===== src/rtl/rf_pkg.sv =====
// Shared widths and helpers for the register file.
package rf_pkg;

  localparam int NameBus = 5;
  localparam int NickBus = 5;
  localparam int DataBus = 32;
  localparam int RegNum  = 32;

  typedef logic [NameBus-1:0] name_t;
  typedef logic [NickBus-1:0] nick_t;
  typedef logic [DataBus-1:0] data_t;

  localparam nick_t ZeroNick = '0;

  // True for a register that holds real state (x0 and out-of-range names excluded).
  function automatic logic is_arch(input name_t n, input int regs);
    return (n != '0) && (int'(n) < regs);
  endfunction

endpackage


===== src/rtl/rf_if.sv =====
// Rename, commit and dispatch-read bus of the register file.
interface rf_if;
  import rf_pkg::*;

  logic  iROB_nick_en;
  nick_t iROB_nick;
  name_t iROB_nick_regnm;
  logic  iRF_en;
  name_t iRF_rd_regnm;
  data_t iRF_rd_dt;
  nick_t iRF_rd_nick;
  name_t iDP_rs1_regnm;
  name_t iDP_rs2_regnm;
  data_t oDP_rs1_dt;
  data_t oDP_rs2_dt;
  nick_t oDP_rs1_nick;
  nick_t oDP_rs2_nick;
  nick_t oRF_pend;

  modport master (
    output iROB_nick_en, iROB_nick, iROB_nick_regnm,
    output iRF_en, iRF_rd_regnm, iRF_rd_dt, iRF_rd_nick,
    output iDP_rs1_regnm, iDP_rs2_regnm,
    input  oDP_rs1_dt, oDP_rs2_dt, oDP_rs1_nick, oDP_rs2_nick, oRF_pend
  );

  modport slave (
    input  iROB_nick_en, iROB_nick, iROB_nick_regnm,
    input  iRF_en, iRF_rd_regnm, iRF_rd_dt, iRF_rd_nick,
    input  iDP_rs1_regnm, iDP_rs2_regnm,
    output oDP_rs1_dt, oDP_rs2_dt, oDP_rs1_nick, oDP_rs2_nick, oRF_pend
  );

endinterface


===== src/rtl/rf_read_port.sv =====
// One combinational source-read port: stored value/tag, optional commit bypass.
// Optional feature macro: RF_BYPASS_EN (forward same-cycle matching commit data).
module rf_read_port
  import rf_pkg::*;
#(
  parameter int RF_REGS = RegNum
) (
  input  logic  rst_n,
  input  logic  i_rdy,
  input  name_t i_regnm,
  input  data_t i_value [RF_REGS],
  input  nick_t i_tag   [RF_REGS],
  input  logic  i_cm_en,
  input  nick_t i_cm_nick,
  input  data_t i_cm_dt,
  output data_t o_dt,
  output nick_t o_nick
);

  logic w_valid;
  assign w_valid = rst_n && is_arch(i_regnm, RF_REGS);

`ifndef RF_BYPASS_EN
  // Commit inputs only matter when forwarding is built in.
  logic w_unused;
  assign w_unused = ^{i_rdy, i_cm_en, i_cm_nick, i_cm_dt};
`endif

  // Select the named register; x0 and reset read as zero.
  always_comb begin
    o_dt   = '0;
    o_nick = ZeroNick;
    if (w_valid) begin
      o_dt   = i_value[i_regnm];
      o_nick = i_tag[i_regnm];
`ifdef RF_BYPASS_EN
      // A commit of the pending producer this cycle makes the value ready now.
      if (i_rdy && i_cm_en && (o_nick != ZeroNick) && (o_nick == i_cm_nick)) begin
        o_dt   = i_cm_dt;
        o_nick = ZeroNick;
      end
`endif
    end
  end

endmodule


===== src/rtl/rf.sv =====
// Architectural register file with rename tags (pending-producer nicks).
// Optional feature macro: RF_BYPASS_EN (see rf_read_port).
module rf
  import rf_pkg::*;
#(
  parameter int RF_REGS = RegNum
) (
  input  logic clk,
  input  logic rst_n,
  input  logic rdy,
  input  logic clr,
  rf_if.slave  bus
);

  data_t r_value [RF_REGS];
  nick_t r_tag   [RF_REGS];
  nick_t r_pend;

  data_t w_value_next [RF_REGS];
  nick_t w_tag_next   [RF_REGS];
  logic [RF_REGS-1:0] w_busy;
  logic [5:0] w_pend_cnt;
  nick_t w_pend_sat;

  // Next state: commit first, then flush or rename, so a same-register rename wins the tag.
  always_comb begin
    for (int i = 0; i < RF_REGS; i++) begin
      w_value_next[i] = r_value[i];
      w_tag_next[i]   = r_tag[i];
    end
    if (bus.iRF_en && is_arch(bus.iRF_rd_regnm, RF_REGS)) begin
      w_value_next[bus.iRF_rd_regnm] = bus.iRF_rd_dt;
      if (r_tag[bus.iRF_rd_regnm] == bus.iRF_rd_nick)
        w_tag_next[bus.iRF_rd_regnm] = ZeroNick;
    end
    if (clr) begin
      for (int i = 0; i < RF_REGS; i++)
        w_tag_next[i] = ZeroNick;
    end else if (bus.iROB_nick_en && is_arch(bus.iROB_nick_regnm, RF_REGS)) begin
      w_tag_next[bus.iROB_nick_regnm] = bus.iROB_nick;
    end
  end

  // Per-register pending flag of the next state.
  genvar gi;
  generate
    for (gi = 0; gi < RF_REGS; gi++) begin : g_busy
      assign w_busy[gi] = (w_tag_next[gi] != ZeroNick);
    end
  endgenerate

  // Count pending registers; the count can never legitimately exceed 31.
  always_comb begin
    w_pend_cnt = '0;
    for (int i = 0; i < RF_REGS; i++)
      w_pend_cnt = w_pend_cnt + 6'(w_busy[i]);
    w_pend_sat = (w_pend_cnt > 6'd31) ? 5'd31 : w_pend_cnt[4:0];
  end

  // State update: async clear, otherwise advance only while rdy is high.
  always_ff @(posedge clk or negedge rst_n) begin
    if (!rst_n) begin
      for (int i = 0; i < RF_REGS; i++) begin
        r_value[i] <= '0;
        r_tag[i]   <= ZeroNick;
      end
      r_pend <= ZeroNick;
    end else if (rdy) begin
      for (int i = 0; i < RF_REGS; i++) begin
        r_value[i] <= w_value_next[i];
        r_tag[i]   <= w_tag_next[i];
      end
      r_pend <= w_pend_sat;
    end
  end

  assign bus.oRF_pend = r_pend;

  rf_read_port #(.RF_REGS(RF_REGS)) u_rs1 (
    .rst_n    (rst_n),
    .i_rdy    (rdy),
    .i_regnm  (bus.iDP_rs1_regnm),
    .i_value  (r_value),
    .i_tag    (r_tag),
    .i_cm_en  (bus.iRF_en),
    .i_cm_nick(bus.iRF_rd_nick),
    .i_cm_dt  (bus.iRF_rd_dt),
    .o_dt     (bus.oDP_rs1_dt),
    .o_nick   (bus.oDP_rs1_nick)
  );

  rf_read_port #(.RF_REGS(RF_REGS)) u_rs2 (
    .rst_n    (rst_n),
    .i_rdy    (rdy),
    .i_regnm  (bus.iDP_rs2_regnm),
    .i_value  (r_value),
    .i_tag    (r_tag),
    .i_cm_en  (bus.iRF_en),
    .i_cm_nick(bus.iRF_rd_nick),
    .i_cm_dt  (bus.iRF_rd_dt),
    .o_dt     (bus.oDP_rs2_dt),
    .o_nick   (bus.oDP_rs2_nick)
  );

endmodule


===== src/flat_wrapper.sv =====
// flat-port wrapper written by rule: the top's interface ports become plain ports
module rf_flat import rf_pkg::*;
#(
  parameter int RF_REGS = RegNum
)
  (clk, rst_n, rdy, clr, bus_iROB_nick_en, bus_iROB_nick, bus_iROB_nick_regnm, bus_iRF_en, bus_iRF_rd_regnm, bus_iRF_rd_dt, bus_iRF_rd_nick, bus_iDP_rs1_regnm, bus_iDP_rs2_regnm, bus_oDP_rs1_dt, bus_oDP_rs2_dt, bus_oDP_rs1_nick, bus_oDP_rs2_nick, bus_oRF_pend);
  rf_if bus_i ();
  input  logic clk;
  input  logic rst_n;
  input  logic rdy;
  input  logic clr;
  input wire logic [$bits(bus_i.iROB_nick_en)-1:0] bus_iROB_nick_en;
  input wire logic [$bits(bus_i.iROB_nick)-1:0] bus_iROB_nick;
  input wire logic [$bits(bus_i.iROB_nick_regnm)-1:0] bus_iROB_nick_regnm;
  input wire logic [$bits(bus_i.iRF_en)-1:0] bus_iRF_en;
  input wire logic [$bits(bus_i.iRF_rd_regnm)-1:0] bus_iRF_rd_regnm;
  input wire logic [$bits(bus_i.iRF_rd_dt)-1:0] bus_iRF_rd_dt;
  input wire logic [$bits(bus_i.iRF_rd_nick)-1:0] bus_iRF_rd_nick;
  input wire logic [$bits(bus_i.iDP_rs1_regnm)-1:0] bus_iDP_rs1_regnm;
  input wire logic [$bits(bus_i.iDP_rs2_regnm)-1:0] bus_iDP_rs2_regnm;
  output wire logic [$bits(bus_i.oDP_rs1_dt)-1:0] bus_oDP_rs1_dt;
  output wire logic [$bits(bus_i.oDP_rs2_dt)-1:0] bus_oDP_rs2_dt;
  output wire logic [$bits(bus_i.oDP_rs1_nick)-1:0] bus_oDP_rs1_nick;
  output wire logic [$bits(bus_i.oDP_rs2_nick)-1:0] bus_oDP_rs2_nick;
  output wire logic [$bits(bus_i.oRF_pend)-1:0] bus_oRF_pend;
  assign bus_i.iROB_nick_en = bus_iROB_nick_en;
  assign bus_i.iROB_nick = bus_iROB_nick;
  assign bus_i.iROB_nick_regnm = bus_iROB_nick_regnm;
  assign bus_i.iRF_en = bus_iRF_en;
  assign bus_i.iRF_rd_regnm = bus_iRF_rd_regnm;
  assign bus_i.iRF_rd_dt = bus_iRF_rd_dt;
  assign bus_i.iRF_rd_nick = bus_iRF_rd_nick;
  assign bus_i.iDP_rs1_regnm = bus_iDP_rs1_regnm;
  assign bus_i.iDP_rs2_regnm = bus_iDP_rs2_regnm;
  assign bus_oDP_rs1_dt = bus_i.oDP_rs1_dt;
  assign bus_oDP_rs2_dt = bus_i.oDP_rs2_dt;
  assign bus_oDP_rs1_nick = bus_i.oDP_rs1_nick;
  assign bus_oDP_rs2_nick = bus_i.oDP_rs2_nick;
  assign bus_oRF_pend = bus_i.oRF_pend;
  rf #(.RF_REGS(RF_REGS)) u_core (.clk(clk), .rst_n(rst_n), .rdy(rdy), .clr(clr), .bus(bus_i));
endmodule

===== config.mk =====
export PLATFORM = sky130hd
export DESIGN_NAME = rf_flat
export DESIGN_NICKNAME = d
export VERILOG_FILES = /design/src/rtl/rf_pkg.sv /design/src/rtl/rf_if.sv /design/src/rtl/rf_read_port.sv /design/src/rtl/rf.sv /design/src/flat_wrapper.sv
export SDC_FILE = /design/constraint.sdc
export NUM_CORES = 2
export LEC_CHECK = 0
export ABC_AREA = 1
export BUFFER_PORTS_ARGS = -buffer_cell sky130_fd_sc_hd__buf_2
export CAP_MARGIN = 15
export CORE_ASPECT_RATIO = 0.75
export CORE_UTILIZATION = 40
export CTS_BUF_LIST = sky130_fd_sc_hd__clkbuf_16
export DETAILED_ROUTE_END_ITERATION = 8
export PLACE_DENSITY = 0.6
export SLEW_MARGIN = 20
export SYNTH_ARGS = -nofsm -noshare
export SYNTH_HDL_FRONTEND = slang
export SYNTH_SLANG_ARGS = --single-unit

===== constraint.sdc =====
create_clock -name clk -period 8 [get_ports clk]
set_clock_uncertainty 0.2 [all_clocks]
set_input_delay 0.8 -clock clk [delete_from_list [all_inputs] [get_ports clk]]
set_output_delay 0.8 -clock clk [all_outputs]
set_load 0.005 [all_outputs]

==> results.toml <==
[setup_path]
criticalPathCategory = "input pin to flop"
worstSetupEndpointType = "flop"
slowest_stage_cell_cp = "sky130_fd_sc_hd__fa_1"
cp_data_required_time_ns = 8.46
timing.critical_path.buf_inv = 7
critical_path.max_fanout = 23
critical_path.max_stage_delay_ns = 0.58
critPathLaunchType = "input pin"
crit_arrival_ns = 8.02
timing.critical_path.max_delay_family = "adder cells"
cpMostUsedCell = "sky130_fd_sc_hd__nand2_1"

[sta]
finalSetupViolCount = 0
period_needed_ns = 7.560
clock.fmax_mhz = 132.3
worstMarginPinSlew_ns = 1.227
post_route_setup_tns_ns = 0
rsz_0062_raised_after_global_routing = "false"
final-max-slew-violation-count = 0
hold_viol_final = 0
layout_worst_path_cycle_share_pct = 94.49
slew_headroom_pct = 18.19

[yosys]
netlist_area_um2 = 69250
ys.flop_type = "sky130_fd_sc_hd__dfrtp_1"
synth-seq-area-share_pct = 42.97
ys_warn_count = 0
syn_nets = 10010
yosysUniqueCellTypes = 38
synth_enable_flop_cells = 0
postSynthRegisterBits = 1189
syn_inst = 9911
postSynth.asyncResetShare_pct = 100.0
postSynthAreaPerCell_um2 = 6.987

[layout]
area.growth.synth_to_final_pct = 9.801
fin_area_um2 = 76030
antenna-diode-count = 0
layout.cells.most_common = "sky130_fd_sc_hd__o21ai_0"
multi_input_area_um2 = 35250
finish.net_count = 9628
fillers = 17140
finalNonFillerCells = 11890
drive_gt1_share_pct = 6.969
most-common-layout-cells = "sky130_fd_sc_hd__o21ai_0, sky130_fd_sc_hd__nand2_1, sky130_fd_sc_hd__nor2_1, sky130_fd_sc_hd__dfrtp_1, sky130_fd_sc_hd__o22ai_1"
ff_latch_area_um2 = 29750

[power]
power.leakage_nw = 34.01
ir_drop_mv = 0.2161
p_total_mw = 16.11
pwr_density_cell_nw_per_um2 = 211.9

[worst_hold_path]
min_path_type = "flop to flop"

[clocking]
count_of_h_tree_levels_built_during_cts = 4
clock-root-buffer = "sky130_fd_sc_hd__clkbuf_16"
worst_skew_pair.late_latency_ns = 0.80
tritoncts = "done"
cts_buffers = 133
postCtsSetupRepairBufs = 0
cts.path.max_buffers = 3
clock_sinks = 1189
cts-resized-gates = 0
clk_pin_slew_worst_paths_ns = 0.06

[placed_design]
dp_hpwl_um = 162900
placedCellCount = 11650
port_buffers = 146
postPlaceCellArea_um2 = 71850
final_weighted_congestion_of_routability_driven_global_placement = 1.008

[floorplanning]
floorplan.initialDensity_pct = 40.50
fp.dieH_um = 362.3
placement_row_count = 131
core_area_um2 = 171000
chipWidth_um = 482.4
floorplan.die_area_um2 = 174800
floorplan.io_pins = 147

[route]
post_drt_via_cell_ratio = 6.165
drt_iter0_markers = 11180
drt-wirelength-per-cell_um = 24.73
antenna_violation_net_count_after_detailed_routing = 0
totalWireLength_um = 294100
drc_violation_count_after_routing = 0
num_vias = 73300
drt_pre_antenna_iters = 7

[global_routing]
grt_start_max_net_pins = 183
grt_pass1_wl_um = 437200
number_of_antenna_violations_at_the_first_check_in_global_routing = 6
grtUsageTotal_pct = 32.89
grt_overflow = 0
first_global_vias = 66740

[outcome]
run_status = "finished, final reports clean"

[job]
cap_violations = 0
==> layer usage <==
| metal | vias to the layer above | global-route usage, % | part of all wire, % |
|---|---|---|---|
| met2 | 4928 | 46.99 | 41 |
| met3 | 836 | 7.915 | 13 |
| met1 | 34880 | 47.04 | 42 |
| met5 | - | 0 | 0.0071 |
| li1 | 32650 | - | - |
| met4 | 4 | 13.98 | 4.5 |
==> worst paths after layout <==
path	from	end	slack, ns	cells past startpoint
worst max-delay path	bus_iRF_rd_regnm[0]	u_core.bus.oRF_pend[4]$_DFFE_PN0P_	0.44	36
worst min-delay path	u_core.r_value[1017]$_DFFE_PN0P_	u_core.r_value[1017]$_DFFE_PN0P_	0.20	0
worst max register to register	u_core.r_tag[123]$_DFFE_PN0P_	u_core.bus.oRF_pend[4]$_DFFE_PN0P_	0.45	35
worst min register to register	u_core.r_value[1017]$_DFFE_PN0P_	u_core.r_value[1017]$_DFFE_PN0P_	0.20	0
max in group asynchronous	rst_n	u_core.r_value[878]$_DFFE_PN0P_	4.47	5
min in group asynchronous	rst_n	u_core.r_tag[143]$_DFFE_PN0P_	0.32	2
==> flip-flops by register name, indices dropped and copies added, names as in the netlist <==
signal               count
u_core.r_value        1024
u_core.r_tag           160
u_core.bus.oRF_pend      5
==> area by class of cell <==
type,count,share of cell area [%]
sequential,1189,39.13
inverter,250,1.297
multi-input combinational,7550,46.37
clock inverter,96,0.8640
tap,2261,3.721
clock buffer,140,4.608
timing repair buffer,404,4.010
==> metrics by stage <==
step / hold WS (ns) / setup WS (ns) / util, %
3_3_place_gp: 0.1864 / -0.2107 / 42.03
3_5_place_dp: 0.1897 / -0.2600 / 42.03
5_1_grt: 0.2138 / 0.05490 / 44.47
2_1_floorplan: 0.2518 / 0.5653 / -
4_1_cts: 0.2032 / 0.5487 / 44.47
6_report: 0.2014 / 0.4405 / 44.47
==> logic make-up (layout without fill, tap and decap cells) <==
group,count (synthesis),in the layout,synth area share [%]
and+or+nand+nor,4075,4075,22.81
buffers and inverters,1172,890,6.523
xor gates and xnor gates,2,2,0.02530
adders and majority gates,32,32,0.8384
DFF,1189,1189,42.97
AOI/OAI and AO/OA,3441,3441,26.83
==> cells in the mapped netlist (all sizes together), types with 24 or more instances <==
cell type	instances	share of area (%)
fa	24	0.69
buf	61	0.50
inv	245	1.3
nand3	128	1.2
a21oi	178	1.3
o22ai	560	5.1
clkbuf	861	4.7
nor2	1736	9.4
nand2	2176	12
o21ai	2527	18
o32ai	148	1.9
dfrtp	1189	43
==> report_power, final <==
part / internal, mW / leakage, nW / switching, mW
clock: 3.35 / 2.12 / 2.72
combinational: 0.945 / 15.9 / 1.88
sequential: 6.69 / 16.0 / 0.528
==> what timing repair did <==
action	CTS	global route
endpoints found under the hold margin	60	0
hold buffers	1	0
setup endpoints to repair	0	0
No activity file was read; power rests on OpenSTA's default activity.
